--- config.mk ---
export PLATFORM = sky130hd
export DESIGN_NAME = sdh_tx_arbiter
export DESIGN_NICKNAME = d
export VERILOG_FILES = /design/src/rtl/sdh_tx_arbiter.sv
export SDC_FILE = /design/constraint.sdc
export NUM_CORES = 1
export LEC_CHECK = 0
export ABC_AREA = 1
export CAP_MARGIN = 20
export CORE_MARGIN = 2
export CORE_UTILIZATION = 35
export CTS_CLUSTER_SIZE = 28
export DETAILED_ROUTE_END_ITERATION = 6
export PLACE_DENSITY = 0.78
export SYNTH_ARGS = -nofsm -noshare
export SYNTH_HDL_FRONTEND = slang
export SYNTH_SLANG_ARGS = --single-unit
--- constraint.sdc ---
create_clock -name sdh_clk -period 4.3 [get_ports sdh_clk]
set_clock_uncertainty 0.05 [all_clocks]
set_input_delay 0.86 -clock sdh_clk [delete_from_list [all_inputs] [get_ports sdh_clk]]
set_output_delay 0.86 -clock sdh_clk [all_outputs]
set_load 0.005 [all_outputs]
--- src/rtl/sdh_tx_arbiter.sv ---
// sdh_tx_arbiter: round-robin burst scheduler in front of the SDH transmitter
// byte input. Each grant is a burst of SLOT_LEN pops from one channel FIFO;
// IDLE_BYTE is sent whenever no granted byte is due.
// Optional per-channel completed-burst counters: define SDH_ARB_STAT_EN.
module sdh_tx_arbiter #(
  parameter int          NUM_CH    = 4,
  parameter int          SLOT_LEN  = 16,
  parameter logic [7:0]  IDLE_BYTE = 8'h00
) (
  input  logic                 sdh_clk,
  input  logic                 rst_n,
  input  logic                 sdh_tx_din_req,
  output logic [7:0]           sdh_tx_din,
  input  logic [NUM_CH-1:0]    ch_en,
  input  logic [NUM_CH-1:0]    ch_valid,
  output logic [NUM_CH-1:0]    ch_rd,
  input  logic [NUM_CH*8-1:0]  ch_data,
`ifdef SDH_ARB_STAT_EN
  input  logic                 stat_clr,
  output logic [NUM_CH*16-1:0] stat_burst_cnt,
`endif
  output logic                 arb_busy,
  output logic [2:0]           arb_ch,
  output logic                 burst_done
);

  typedef enum logic {ST_IDLE = 1'b0, ST_BURST = 1'b1} state_t;

  // Counter is 9 bits wide so SLOT_LEN up to 256 fits without special cases.
  localparam logic [8:0] LAST_CNT = 9'(SLOT_LEN - 1);
  localparam logic [2:0] RST_CH   = 3'(NUM_CH - 1);

  state_t      state_reg, state_next;
  logic [8:0]  cnt_reg, cnt_next;
  logic [2:0]  arb_ch_reg, arb_ch_next;
  logic        done_reg, done_next;
  logic        sel_valid_reg;
  logic [2:0]  sel_idx_reg;

  // Candidates and FIFO bytes padded to 8 entries so a 3-bit index always fits.
  logic [7:0]  cand_pad;
  logic [7:0]  data_arr [8];
  logic [2:0]  pick_idx;
  logic        pick_found;
  logic        pop;

  genvar gi;
  generate
    for (gi = 0; gi < 8; gi++) begin : g_pad
      if (gi < NUM_CH) begin : g_real
        assign cand_pad[gi] = ch_valid[gi] & ch_en[gi];
        assign data_arr[gi] = ch_data[8*gi +: 8];
      end else begin : g_zero
        assign cand_pad[gi] = 1'b0;
        assign data_arr[gi] = IDLE_BYTE;
      end
    end
  endgenerate

  // Round-robin search: first candidate after arb_ch in cyclic order. The loop
  // runs from the farthest offset down so the nearest hit is the last written.
  always_comb begin
    int         s;
    logic [2:0] c;
    pick_found = 1'b0;
    pick_idx   = arb_ch_reg;
    for (int k = NUM_CH; k >= 1; k--) begin
      s = int'(arb_ch_reg) + k;
      if (s >= NUM_CH) s = s - NUM_CH;
      c = 3'(s);
      if (cand_pad[c]) begin
        pick_found = 1'b1;
        pick_idx   = c;
      end
    end
  end

  assign pop = (state_reg == ST_BURST) && sdh_tx_din_req;

  // State register: reset leaves ch0 as the first channel to be checked.
  always_ff @(posedge sdh_clk or negedge rst_n) begin
    if (!rst_n) begin
      state_reg  <= ST_IDLE;
      cnt_reg    <= '0;
      arb_ch_reg <= RST_CH;
      done_reg   <= 1'b0;
    end else begin
      state_reg  <= state_next;
      cnt_reg    <= cnt_next;
      arb_ch_reg <= arb_ch_next;
      done_reg   <= done_next;
    end
  end

  // Next-state and pop strobes; pops only happen in BURST and follow req directly.
  always_comb begin
    state_next  = state_reg;
    cnt_next    = cnt_reg;
    arb_ch_next = arb_ch_reg;
    done_next   = 1'b0;
    ch_rd       = '0;
    case (state_reg)
      ST_IDLE: begin
        if (pick_found) begin
          arb_ch_next = pick_idx;
          cnt_next    = '0;
          state_next  = ST_BURST;
        end
      end
      ST_BURST: begin
        ch_rd = NUM_CH'(pop) << arb_ch_reg;
        if (pop) begin
          cnt_next = cnt_reg + 9'd1;
          if (cnt_reg == LAST_CNT) begin
            state_next = ST_IDLE;
            done_next  = 1'b1;
          end
        end
      end
      default: state_next = ST_IDLE;
    endcase
  end

  // Delayed select: remembers which FIFO (if any) was popped last cycle.
  always_ff @(posedge sdh_clk or negedge rst_n) begin
    if (!rst_n) begin
      sel_valid_reg <= 1'b0;
      sel_idx_reg   <= RST_CH;
    end else begin
      sel_valid_reg <= |ch_rd;
      sel_idx_reg   <= arb_ch_reg;
    end
  end

  assign sdh_tx_din = sel_valid_reg ? data_arr[sel_idx_reg] : IDLE_BYTE;
  assign arb_busy   = (state_reg == ST_BURST);
  assign arb_ch     = arb_ch_reg;
  assign burst_done = done_reg;

`ifdef SDH_ARB_STAT_EN
  generate
    for (gi = 0; gi < NUM_CH; gi++) begin : g_stat
      logic [15:0] stat_reg;
      // Saturating completed-burst count; arb_ch still names the finished
      // burst's channel while burst_done is high.
      always_ff @(posedge sdh_clk or negedge rst_n) begin
        if (!rst_n) begin
          stat_reg <= '0;
        end else if (stat_clr) begin
          stat_reg <= '0;
        end else if (done_reg && (arb_ch_reg == 3'(gi)) && (stat_reg != 16'hFFFF)) begin
          stat_reg <= stat_reg + 16'd1;
        end
      end
      assign stat_burst_cnt[16*gi +: 16] = stat_reg;
    end
  endgenerate
`endif

endmodule
* Word level (Yosys, flattened, before mapping) *
Cells that the tools add are included.

storage, ports and cells
  output and inout bits = 17
  word-level logic and storage cells = 74
  register bits after elaboration = 18
  latch bits = 0
  memories = 0
  memory bits (writable) = 0
  input port bits = 43
  memory bits (read-only) = 0

operators by class
  eq/ne operators = 3
  shift operators = 1
  bitwise logic cells = 6
  muxes and demuxes = 35
  divide/modulo/power cells = 0
  add/subtract/negate cells = 9
  $lt $le $gt $ge = 9
  reductions and logical operators = 5
  multipliers = 0

operators with widths
  kind                                                                     count
  8-bit binary-select mux with 3-bit select                                1
  3-bit two-way mux                                                        8
  8-bit two-way mux                                                        3
  9-bit two-way mux                                                        2
  9-bit one-hot mux with 2 select lines                                    1
  4-bit by 3-bit >= comparator with 1-bit output, second input constant    4
  3-bit by 4-bit < comparator with 1-bit output, second input constant     4
  1-bit two-way mux                                                        14
  1-bit binary-select mux with 3-bit select                                4
  3-bit subtractor, second input constant                                  4
  9-bit by 1-bit adder with 9-bit output, second input constant            1
  9-bit by 4-bit equality test with 1-bit output, second input constant    1
  3-bit by 2-bit adder with 4-bit output, second input constant            2
  3-bit by 1-bit adder with 4-bit output, second input constant            1
  3-bit by 3-bit adder with 4-bit output, second input constant            1
  1-bit AND                                                                4
  4-bit >= comparator, second input constant                               1
  4-bit two-way mux                                                        1
  3-bit NOT with 4-bit output                                              1
  4-bit nonzero test                                                       1
  4-bit OR reduction                                                       1
  1-bit by 3-bit << shifter with 4-bit output                              1
  3-bit AND reduction                                                      1
  2-bit by 1-bit inequality test with 1-bit output, second input constant  1
  other kinds (5)                                                          5

* Depth between registers and ports, before layout *
  word-level depth = 11
  mapped depth = 12
  mapped depth without buffers = 11

* Worst setup path after synthesis *
Ideal clock, no wire load.

  path type = input port to output port
  from = in sdh_tx_din_req
  to = out ch_rd[2]
  data arrival time = 1.343 ns
  setup slack = 2.047 ns
  cell stages on the path = 3
  cell sequence = nand2_1 -> buf_2 -> nor4_1

on the way
  longest elaborated chain between the ends = 3

ends and longest elaborated chain
  what                                         line  source
  start, declared                              12    input logic sdh_tx_din_req,
  1-bit logical AND                            78    assign pop = (state_reg == ST_BURST) && sdh_tx_din_req;
  1-bit by 3-bit << shifter with 4-bit output  111   ch_rd = NUM_CH'(pop) << arb_ch_reg;
  4-bit two-way mux                            102   case (state_reg)
  end, declared                                16    output logic [NUM_CH-1:0] ch_rd,

No other way between the ends.

* Final worst setup path *
  from = in sdh_tx_din_req
  to = out ch_rd[3]

Same word-level chain as after synthesis.

==> run summary <==
The flow ran to the end, and the final reports show no timing, DRC or antenna violations. Launch point of the worst hold path: arb_ch[1]. The logs give 2 for the number of buffers on the longest clock path and 31.11% for the portion of the post-synthesis area used by sequential elements. The overall die height came out at 68.67 um. Before antenna repair, the detailed router went through 4 iterations. In this run the cell area of the synthesized design comes to 0.001464 mm2.

Setup repair after global routing left no endpoint under its margin. The global routing stage identified its most utilized layer as met2. The slew of the pin with the lowest slew margin is 0.7916 ns. In the synthesized netlist, the cells that appear most often are nor2_1, nand2_1, nand3_1, o21ai_0, inv_1. The run gives 1 as the maximum level of the CTS H-tree. The final critical path takes up 83.18% of the cycle.

The run gives 1,436 as the via count of the first global-routing pass. The leakage power figure is 0.9531 nW. The cts-stage hold buffer count was 0. Yosys attributes the largest share of cell area to dfrtp_1, nor2_1, nand2_1. The detailed-route via count is 1,664, and the number of enable-type register cells in the synthesized netlist is 0. The first global-routing pass estimated 6.341 mm of wire. Wires add up to 3.989 mm. The critical path starts at sdh_tx_din_req. The tightest min-delay check is of the reg -> reg type. Row generation in the floorplan step produced 23 rows.

The run gives 0 as the final-report max-slew violation count. Yosys printed 0 warnings. Measured against its own limit, the worst slew margin works out to 47.06%. After detailed routing, the number of vias per cell comes to 5.104. The run gives 221 as the cell count after synthesis. In the synthesized netlist the dominant register cell turns out to be dfrtp_1.

For this run, design rule violations remaining after detail routing come to 0. The number of antenna repair diodes is 0. The run gives 36.60% as the starting density of the core. Final HPWL from detailed placement: 3.104 mm.

Entering global routing, the biggest net connects 19 pins. The number of nets in the synthesized netlist is 267. Once detail routing completed, the nets flagged for antenna violations numbered 0. After clock tree synthesis, the repair step resized 0 gates. The initial antenna violation count came out at 0. The startpoint identified for the worst register-to-register timing path is arb_ch[0]. Global routing used 29.93% of the available met2 tracks. The number of hold violations in the final report is 0, and the count of buffers added by post-CTS timing repair for setup is 0. In this run the count of I/O pins placed on the die edge is 60.

VDD sags by at most 327.6 uV. The worst setup path is captured at an output port. In this run the worst path has a maximum fanout of 14. The clock-pin transition on the worst setup and hold timing paths is 0.07 ns, and the number of buffers created by CTS is 3. Global routing consumed, over all layers together, 17.61% of the routing resources.

Compared with the post-synthesis result, the final layout area differs by 44.96%. Clock sink total: 18. Number of buffer cells added on primary ports: 59. The die is 68.67 um wide. Number of distinct library cells after synthesis: 27. The critical path is of the in -> out type. The tools report the total power of the final layout as 1.159 mW. TritonCTS built the clock tree. In the global route stage, met1 resource usage came out at 21.79%. The power per cell area is 546.2 mW/mm2, and the fraction of layout instances using a drive strength above 1 is 9.058%.

The synthesized design contains 18 register bits. The floorplan core area is 0.004000 mm2. The portion of synthesized cell area occupied by the leading cell type works out to 23.93%. The largest total area in the synthesized netlist belongs to dfrtp_1.

The congestion estimate from routability-driven global placement came to 0.8168. Data required time at the worst endpoint: 3.39 ns. The run gives 0.004716 mm2 as the overall die area. Clock tree synthesis selected as its root buffer the cell clkbuf_8. The post-route minimum period came out at 3.577 ns. Number of nets in the layout: 323. In the global route stage, met3 resource usage came out at 4.545%.

In the post-synthesis netlist, the cell with the most instances is nor2_1. The number of DRC markers in iteration 0 is 45, and the insertion delay of the later-clocked pin in the worst-skew pair is 0.25 ns. The final setup violation count is 0. In the final timing run, aggregate negative setup slack is 0 ns.

Routed wire length per instance: 12.24 um. After global routing the overflow that remains totals 0. The critical path arrival was 2.67 ns.

The number of max-cap violations is 0, and the number of flip-flops under the largest register name is 9. The per-instance average area after synthesis was 6.624 um2. The tools report the category of the worst setup path launch point as an input port. The async set-or-reset flop fraction in the synthesized netlist is 100.0%, and the highest achievable clock rate is 279.6 MHz.
[power breakdown]
part / switching, mW / total (mW) / internal (mW) / leakage (nW)
logic: 0.376 / 0.682 / 0.307 / 0.701
registers: 0.102 / 0.342 / 0.240 / 0.223
clock network: 0.0536 / 0.135 / 0.0812 / 0.0288
total: 0.531 / 1.16 / 0.628 / 0.953
[final cells by class]
| class | instances | area [um2] |
|---|---|---|
| well taps | 50 | 62.56 |
| inverters | 22 | 90.09 |
| fillers | 385 | 1878 |
| clock buffers | 4 | 55.05 |
| repair buffers | 59 | 590.6 |
| flip-flops and latches | 18 | 455.4 |
| multi-input cells | 173 | 868.3 |
[cells in the final DEF (no fill, tap or decap), types with 2 or more instances in the layout]
| cell | count |
|---|---|
| nand2_2 | 3 |
| inv_2 | 3 |
| clkdlybuf4s50_1 | 59 |
| nand3_1 | 20 |
| nor2_2 | 2 |
| inv_1 | 17 |
| nand4_1 | 13 |
| nand2_1 | 41 |
| ha_1 | 3 |
| dfrtp_1 | 14 |
| a21oi_1 | 12 |
| nor2_1 | 42 |
| nand3_2 | 6 |
| nor3_1 | 6 |
| clkbuf_8 | 4 |
| dfstp_2 | 4 |
| o21ai_0 | 18 |
[final timing paths]
kind,to,slack [ns],cells after the start
max,ch_rd[3],0.72,6
min,sel_idx_reg[1],0.39,0
max reg2reg,cnt_reg[6],2.10,10
min reg2reg,sel_idx_reg[1],0.39,0
max in group asynchronous,cnt_reg[8],2.69,1
min in group asynchronous,arb_busy,1.02,1
[kinds of logic after synthesis]
family,Yosys count,share of synthesized area [%]
simple gates,137,44.87
compound gates,32,11.28
buf+inv,30,9.572
flops,18,31.11
fa+ha+maj,3,2.564
xor+xnor,1,0.5984
[routing by layer]
metal	vias to the layer above	wire, um
met5	-	0
met4	0	45
met3	4	471
met2	55	1825
met1	756	1646
li1	849	-
[worst max-delay path, cell delays in order]
cell,delay [ns]
clkdlybuf4s50_1,0.47
nand2_1,0.29
nor2_1,0.28
inv_1,0.09
nor3_1,0.14
clkdlybuf4s50_1,0.53
[per-stage QoR]
| stage | worst slack, ns | instances | hold WS, ns | area [um2] | utilization (%) |
|---|---|---|---|---|---|
| after CTS | 0.7410 | 326 | 0.3884 | 2122 | 53.05 |
| after floorplan | 2.047 | 221 | 0.3330 | 1464 | - |
| final | 0.7231 | 326 | 0.3889 | 2122 | 53.05 |
| after global placement | 0.8027 | 322 | 0.3744 | 2067 | 51.67 |
| after detailed placement | 0.7526 | 322 | 0.3768 | 2067 | 51.67 |
| after global routing | 0.5813 | 326 | 0.4004 | 2122 | 53.05 |
(Power assumes the default switching activity.)
